===== config.mk =====
export PLATFORM = sky130hd
export DESIGN_NAME = sort_engine
export DESIGN_NICKNAME = d
export VERILOG_FILES = /design/src/rtl/sort_engine.sv
export SDC_FILE = /design/constraint.sdc
export NUM_CORES = 1
export LEC_CHECK = 0
export ABC_AREA = 1
export CAP_MARGIN = 30
export CORE_MARGIN = 5
export CORE_UTILIZATION = 49
export DETAILED_ROUTE_END_ITERATION = 6
export GPL_ROUTABILITY_DRIVEN = 0
export PLACE_DENSITY = 0.8
export SLEW_MARGIN = 20
export SYNTH_ARGS = -nofsm -noshare
export SYNTH_HDL_FRONTEND = slang
export SYNTH_SLANG_ARGS = --single-unit

===== constraint.sdc =====
create_clock -name clk -period 2.1 [get_ports clk]
set_clock_uncertainty 0.15 [all_clocks]
set_input_delay 0.525 -clock clk [delete_from_list [all_inputs] [get_ports clk]]
set_output_delay 0.525 -clock clk [all_outputs]
set_load 0.05 [all_outputs]

===== src/rtl/sort_engine.sv =====
// sort_engine: iterative odd-even transposition sorter with valid/ready handshakes on both sides.
// Optional build macro EARLY_EXIT_EN: finish after two consecutive swap-free phases.
module sort_engine #(
    parameter int N = 4,
    parameter int W = 4
) (
    input  logic                   clk,
    input  logic                   rst,
    input  logic                   in_valid,
    output logic                   in_ready,
    input  logic [N*W-1:0]         in_data,
    input  logic                   in_desc,
    output logic                   out_valid,
    input  logic                   out_ready,
    output logic [N*W-1:0]         out_data,
    output logic [$clog2(N+1)-1:0] out_phases
);
    localparam int PW = $clog2(N + 1);

    typedef enum logic [1:0] {IDLE, SORT, DONE} state_t;

    state_t         state, state_next;
    logic [N*W-1:0] data_q, data_exch;
    logic [PW-1:0]  phase_q;
    logic           desc_q;
    logic           last_phase, sort_done;
`ifdef EARLY_EXIT_EN
    logic           any_swap, swapped_q;
`endif

    assign last_phase = (phase_q == PW'(N - 1));

    // One compare-exchange phase: pairs start at even or odd index by phase parity.
    // NOTE: every variable written here gets a default first, so no latch is inferred.
    always_comb begin
        data_exch = data_q;
`ifdef EARLY_EXIT_EN
        any_swap = 1'b0;
`endif
        for (int i = 0; i < N - 1; i++) begin
            if (((i % 2) == int'(phase_q[0])) &&
                (desc_q ? (data_q[i*W +: W] < data_q[(i+1)*W +: W])
                        : (data_q[i*W +: W] > data_q[(i+1)*W +: W]))) begin
                data_exch[i*W +: W]     = data_q[(i+1)*W +: W];
                data_exch[(i+1)*W +: W] = data_q[i*W +: W];
`ifdef EARLY_EXIT_EN
                any_swap = 1'b1;
`endif
            end
        end
    end

    always_comb begin
        state_next = state;
        in_ready   = 1'b0;
        out_valid  = 1'b0;
        sort_done  = last_phase;
`ifdef EARLY_EXIT_EN
        // Two clean phases in a row (one even, one odd) prove the vector is sorted.
        if (phase_q != '0 && !any_swap && !swapped_q) sort_done = 1'b1;
`endif
        unique case (state)
            IDLE: begin
                in_ready = 1'b1;
                if (in_valid) state_next = SORT;
            end
            SORT: begin
                if (sort_done) state_next = DONE;
            end
            DONE: begin
                out_valid = 1'b1;
                if (out_ready) state_next = IDLE;
            end
            default: state_next = IDLE;
        endcase
    end

    // NOTE: sequential state uses non-blocking assignments so all flops update together.
    always_ff @(posedge clk or posedge rst) begin
        if (rst) state <= IDLE;
        else     state <= state_next;
    end

    // NOTE: the working vector is reset because it drives out_data, which must read zero after reset.
    always_ff @(posedge clk or posedge rst) begin
        if (rst) begin
            data_q    <= '0;
            phase_q   <= '0;
            desc_q    <= 1'b0;
`ifdef EARLY_EXIT_EN
            swapped_q <= 1'b0;
`endif
        end else if (state == IDLE && in_valid) begin
            data_q    <= in_data;
            desc_q    <= in_desc;
            phase_q   <= '0;
`ifdef EARLY_EXIT_EN
            swapped_q <= 1'b1;
`endif
        end else if (state == SORT) begin
            data_q    <= data_exch;
            phase_q   <= phase_q + PW'(1);
`ifdef EARLY_EXIT_EN
            swapped_q <= any_swap;
`endif
        end
    end

    // The phase counter equals phases executed once SORT ends and holds through DONE.
    assign out_data   = data_q;
    assign out_phases = phase_q;

endmodule


# Word level (Yosys, flattened, before mapping)
# Index checks and enable logic that the tools add are counted.
[totals]
register_bits = 22
in_bits = 21
word_cells = 52
[op_classes]
add_sub_neg = 1
order_cmp = 6
n_eq_ne = 6
n_mux = 16
bitwise = 1
n_reduce_logical = 15
[op_table]
columns = ["operator", "n"]
rows = [
  ["two-way mux 16 bit", 2],
  ["two-way mux 8 bit", 3],
  ["> comparator 4 bit", 3],
  ["less-than comparator 4 bit", 3],
  ["AND reduction 2 bit", 4],
  ["two-way mux 2 bit", 3],
  ["two-way mux 3 bit", 2],
  ["inequality test 2 bit (second input constant)", 3],
  ["one-hot mux 2 bit (3 select lines)", 1],
  ["nonzero test 2 bit", 3],
  ["nonzero test 3 bit", 2],
  ["two-way mux 1 bit", 5],
  ["logical AND 1 bit", 4],
  ["adder 3 x 1 -> 3 bit (second input constant)", 1],
  ["equality test 3 x 2 -> 1 bit (second input constant)", 1],
  ["AND reduction 3 bit", 1],
  ["equality test 2 x 1 -> 1 bit (second input constant)", 1],
  ["equality test 2 bit (second input constant)", 1],
  ["zero test 2 bit", 1],
  ["inverter 1 bit", 1],
]

# Logic depth before layout (Yosys ltp)
# Gate-level depths: netlist of run 1.
[depth]
depth_word = 8
depth_mapped = 15
depth_no_buf = 15

# Worst setup path before layout of run 1
# OpenSTA, ideal clock, no wires.
[synth_path]
path_type = "reg2reg"
from = "reg data_q[11], in the netlist out_data[11]"
to = "reg data_q[5], in the netlist out_data[5]"
setup_ns = 0.118
arrival_time_ns = 1.930
t_required_ns = 1.832
slack_ns = -0.098
path_stages_with_launch = 11
path_buffers = 0
period_less_slack_ns = 2.198
cell_sequence = "dfrtp_1 inv_1 ha_1 a21oi_1 nand2_1 nand2_2 nand4_2 nand2_4 inv_2 nand2_1 nand2_1"
[synth_via]
elab_chain_cells = 6
word_cells_on_any_way = 9
classes_between = "2 x order compare; 4 x mux; 3 x reduce/logical"
[synth_rtl]
columns = ["item", "line", "source"]
rows = [
  ["start, declared", "23", "logic [N*W-1:0] data_q, data_exch;"],
  ["start signal, assigned", "94", "data_q <= in_data;"],
  ["start signal, assigned", "101", "data_q <= data_exch;"],
  ["> comparator 4 bit / less-than comparator 4 bit (equally long branches)", "43, 42", ""],
  ["two-way mux 1 bit *", "42", "(desc_q ? (data_q[i*W +: W] < data_q[(i+1)*W +: W])"],
  ["logical AND 1 bit *", "41", "if (((i % 2) == int'(phase_q[0])) &&"],
  ["two-way mux 8 bit", "41", ""],
  ["two-way mux 16 bit", "100", "end else if (state == SORT) begin"],
  ["two-way mux 16 bit", "93", "end else if (state == IDLE && in_valid) begin"],
]
# Mark *: on every way between the ends. The rest lies on a longest branch, timed or not. The select of a mux whose other input is x is not followed.
# A chain may end at the register's enable or synchronous reset.

# Worst setup path after layout of run 1
[layout_path]
from = "reg data_q[7], in the netlist out_data[7]"
to = "reg data_q[4], in the netlist out_data[4]"
[layout_via]
elab_chain_cells = 6
word_cells_on_any_way = 13
classes_between = "4 x order compare; 5 x mux; 4 x reduce/logical"
[layout_rtl]
columns = ["item", "line"]
rows = [
  ["> comparator 4 bit / less-than comparator 4 bit (equally long branches)", "43, 42"],
  ["two-way mux 1 bit", "42"],
  ["logical AND 1 bit", "41"],
  ["two-way mux 8 bit", "41"],
  ["two-way mux 16 bit", "100"],
  ["two-way mux 16 bit", "93"],
]
# Parallel ways exist; a longest one is shown, timed or not. The select of a mux whose other input is x is not followed.

==> results.yml, run 1 <==
synth:
  synthDistinctLibCells: 23
  synth_compound_area_frac: 0.0659
  synthesis.instances: 226
  ys_seq_elements: 22
  syn_area_per_cell_um2: 7.14
  synth_nets: 261
  synth-simple-area-share: 0.396
  syn_area_um2: 1610
  synthAdderAreaFrac: 0.109
  async_flop_share: 1.00
  synth.mux.area_fraction: 0
  yosys-top-cells-area: "dfrtp_1 (34%), nand2_1 (16%), ha_1 (11%)"
  yosysSeqAreaShare: 0.341
  synth_top_family_by_area: "simple AND/OR/NAND/NOR gates"
  synth_xor_area_frac: 0
  synth_top_area_frac: 0.341
  yosysWarnings: 0
  synth.largest_area_cell: "dfrtp_1"
  synth_ff_type: "dfrtp_1"
  synth_edf_count: 0
placed_design:
  dp_hpwl_mm: 3.30
  dpl.cell_count: 322
  io_buffers: 41
critical_path:
  cp_slowest_stage_delay_ns: 0.45
  timing.critical_path.buf_inv: 0
  crit_start: "out_data[7]"
  crit_type: "flop to flop"
  reg2reg_slack_ns: 0.13
  reg2reg_depth: 8
  crit_top_cell: "nand3_1"
  cp_top_family: "simple AND/OR/NAND/NOR gates"
  rr_endpoint: "out_data[4]"
  cp.arrival_ns: 2.08
  crit_required_ns: 2.20
  crit_slowest_cell: "dfrtp_2"
  reg2reg_from: "out_data[7]"
  cp_cell_sequence: "ha_1 -> a21oi_1 -> nand3_2 -> nand3_1 -> nand2_1 -> nand3_1 -> nand3_1 -> nand2_1"
  cp_max_fo: 10
  crit_path_start_kind: "flop"
  end_kind: "flop"
floorplanning:
  coreArea_um2: 3100
  die_w_um: 67.4
  die_area_um2: 4540
  rows: 20
  pin_count: 42
  initial_core_util: 0.520
  die_y_um: 67.4
final_layout:
  n_fill_cell: 281
  instances_no_fill: 327
  area_growth_pct: 39.6
  antenna_cells: 0
  layout.nets: 319
  final_layout_size_suffix_gt1_frac: 0.244
grt:
  grt_max_degree: 23
  antenna_found_initial: 0
  grt_pass1_vias: 1615
  grt.total_usage: 0.203
  grt_overflow: 0
  grt_pass1_wl_mm: 7.02
timing:
  fmax_mhz: 506
  fin_crit_sh: 0.940
  fin_crit_ns: 1.97
  slew_headroom: 0.796
  setup_viol: 0
  final_hold_viol_count: 0
  worst_pin_slew_ns: 0.306
  slew_viol_final: 0
min_path:
  min_delay_path_depth: 2
  hold_end: "out_data[15]"
  hp-class: "flop to flop"
  hp-start: "out_data[15]"
clock_tree:
  clock_path_buffers: 2
  cts_buffers: 3
  clk_latency_ns: 0.31
  cts.sinks: 22
  cts-htree-levels: 1
  cts_tree: "done"
  clkTransAtPathRegs_ns: 0.13
  hold_buffers: 0
  cts_root_buffer: "clkbuf_4"
routing:
  vias: 1726
  firstDrtPassIters: 5
  drc: 0
  wl_per_cell_um: 13.0
  drtIter0Drc: 123
  drt_wl_total_mm: 4.26
  final_antenna_net_count: 0
  viasPerCell: 5.28
job:
  cap_violations: 0
status:
  status: "complete, no violations"
==> state kept, by name, indices dropped and copies added, names as in the netlist <==
signal and count:
out_data 16, state 2, desc_q 1, out_phases 3
==> worst register-to-register path, cell delays in order, from the launching register on <==
cell,delay (ns)
dfrtp_2,0.45
ha_1,0.32
a21oi_1,0.23
nand3_2,0.25
nand3_1,0.23
nand2_1,0.08
nand3_1,0.08
nand3_1,0.08
nand2_1,0.06
==> stage by stage <==
step / TNS, ns / hold WS (ns) / cell area (um^2) / util / worst slack, ns
2_1_floorplan: 0 / 0.364 / 1620 / - / 0.00818
3_3_place_gp: 0 / 0.349 / 2170 / 0.700 / 0.0731
3_5_place_dp: 0 / 0.350 / 2170 / 0.700 / 0.00309
4_1_cts: 0 / 0.382 / 2230 / 0.717 / 0.101
5_1_grt: -0.0107 / 0.414 / 2250 / 0.726 / -0.00709
6_report: 0 / 0.375 / 2250 / 0.726 / 0.126
==> layout make-up <==
class	count	area, um^2	share of cell area
inverters	30	113	0.0500
repair buffers	58	536	0.238
well taps	44	55.1	0.0244
multi-input cells	169	936	0.416
flip-flops and latches	22	561	0.249
clock inverters	1	30.0	0.0133
clock buffers	3	22.5	0.0100
==> worst max-delay path by stage <==
stage | end | slack [ns] | cells past startpoint
after floorplan | out_data[5] | 0.008 | 14
after global placement | out_data[1] | 0.07 | 8
after detailed placement | out_data[6] | 0.003 | 8
after CTS | out_data[9] | 0.10 | 12
after global routing | out_data[13] | -0.007 | 10
final | out_data[4] | 0.13 | 8
==> synth_stat cells (4+ instances only) <==
cell and n:
nor2_1 10, nand2_2 4, or2_2 4, dfrtp_1 22, nand2_1 70, a21oi_1 4, inv_1 27, nand4_1 12
nand3_1 31, ha_1 14, o21ai_0 10
==> timing repair <==
item / 4_1_cts / 5_1_grt
endpoints found under the setup margin: 0 / 8
setup buffers: 0 / 1
resized for setup: 0 / 6
==> cells in the final DEF, fill, tap and decap left out, types with 4 or more instances in the layout <==
cell,count
nand3_1,31
clkdlybuf4s50_1,20
dfrtp_1,14
buf_4,34
nor2_1,10
or2_2,4
a21oi_1,4
dfrtp_2,8
nand2_2,4
inv_1,27
buf_12,4
nand2_1,69
ha_1,14
nand4_1,12
o21ai_0,9
==> cell families (layout without fill, tap and decap cells) <==
kind of cell	Yosys count	in the layout
compound gates	18	18
flops	22	22
simple gates	137	137
fa+ha+maj	14	14
buf+inv	35	92
==> layer usage <==
metal  part of all wire  global-route usage  wire [um]  up-vias
li1                   -                   -          -      853
met1               0.43               0.271       1840      785
met2               0.47               0.329       2000       72
met3              0.072              0.0233        305       16
met4              0.025              0.0911        107        0
met5                  0                   0          0        -
Power of run 1 is not shown: default switching activity piles up to over one toggle a cycle in this logic, so the estimate is an artifact.
==> inputs of run 2 (changes only) <==
Settings changed: ABC_CLOCK_PERIOD_IN_PS set to 2100.
==> results of run 2 <==
Same layout as run 1: the final DEF is identical, and so are final timing and power.
Power of run 2 is left out for the same reason.
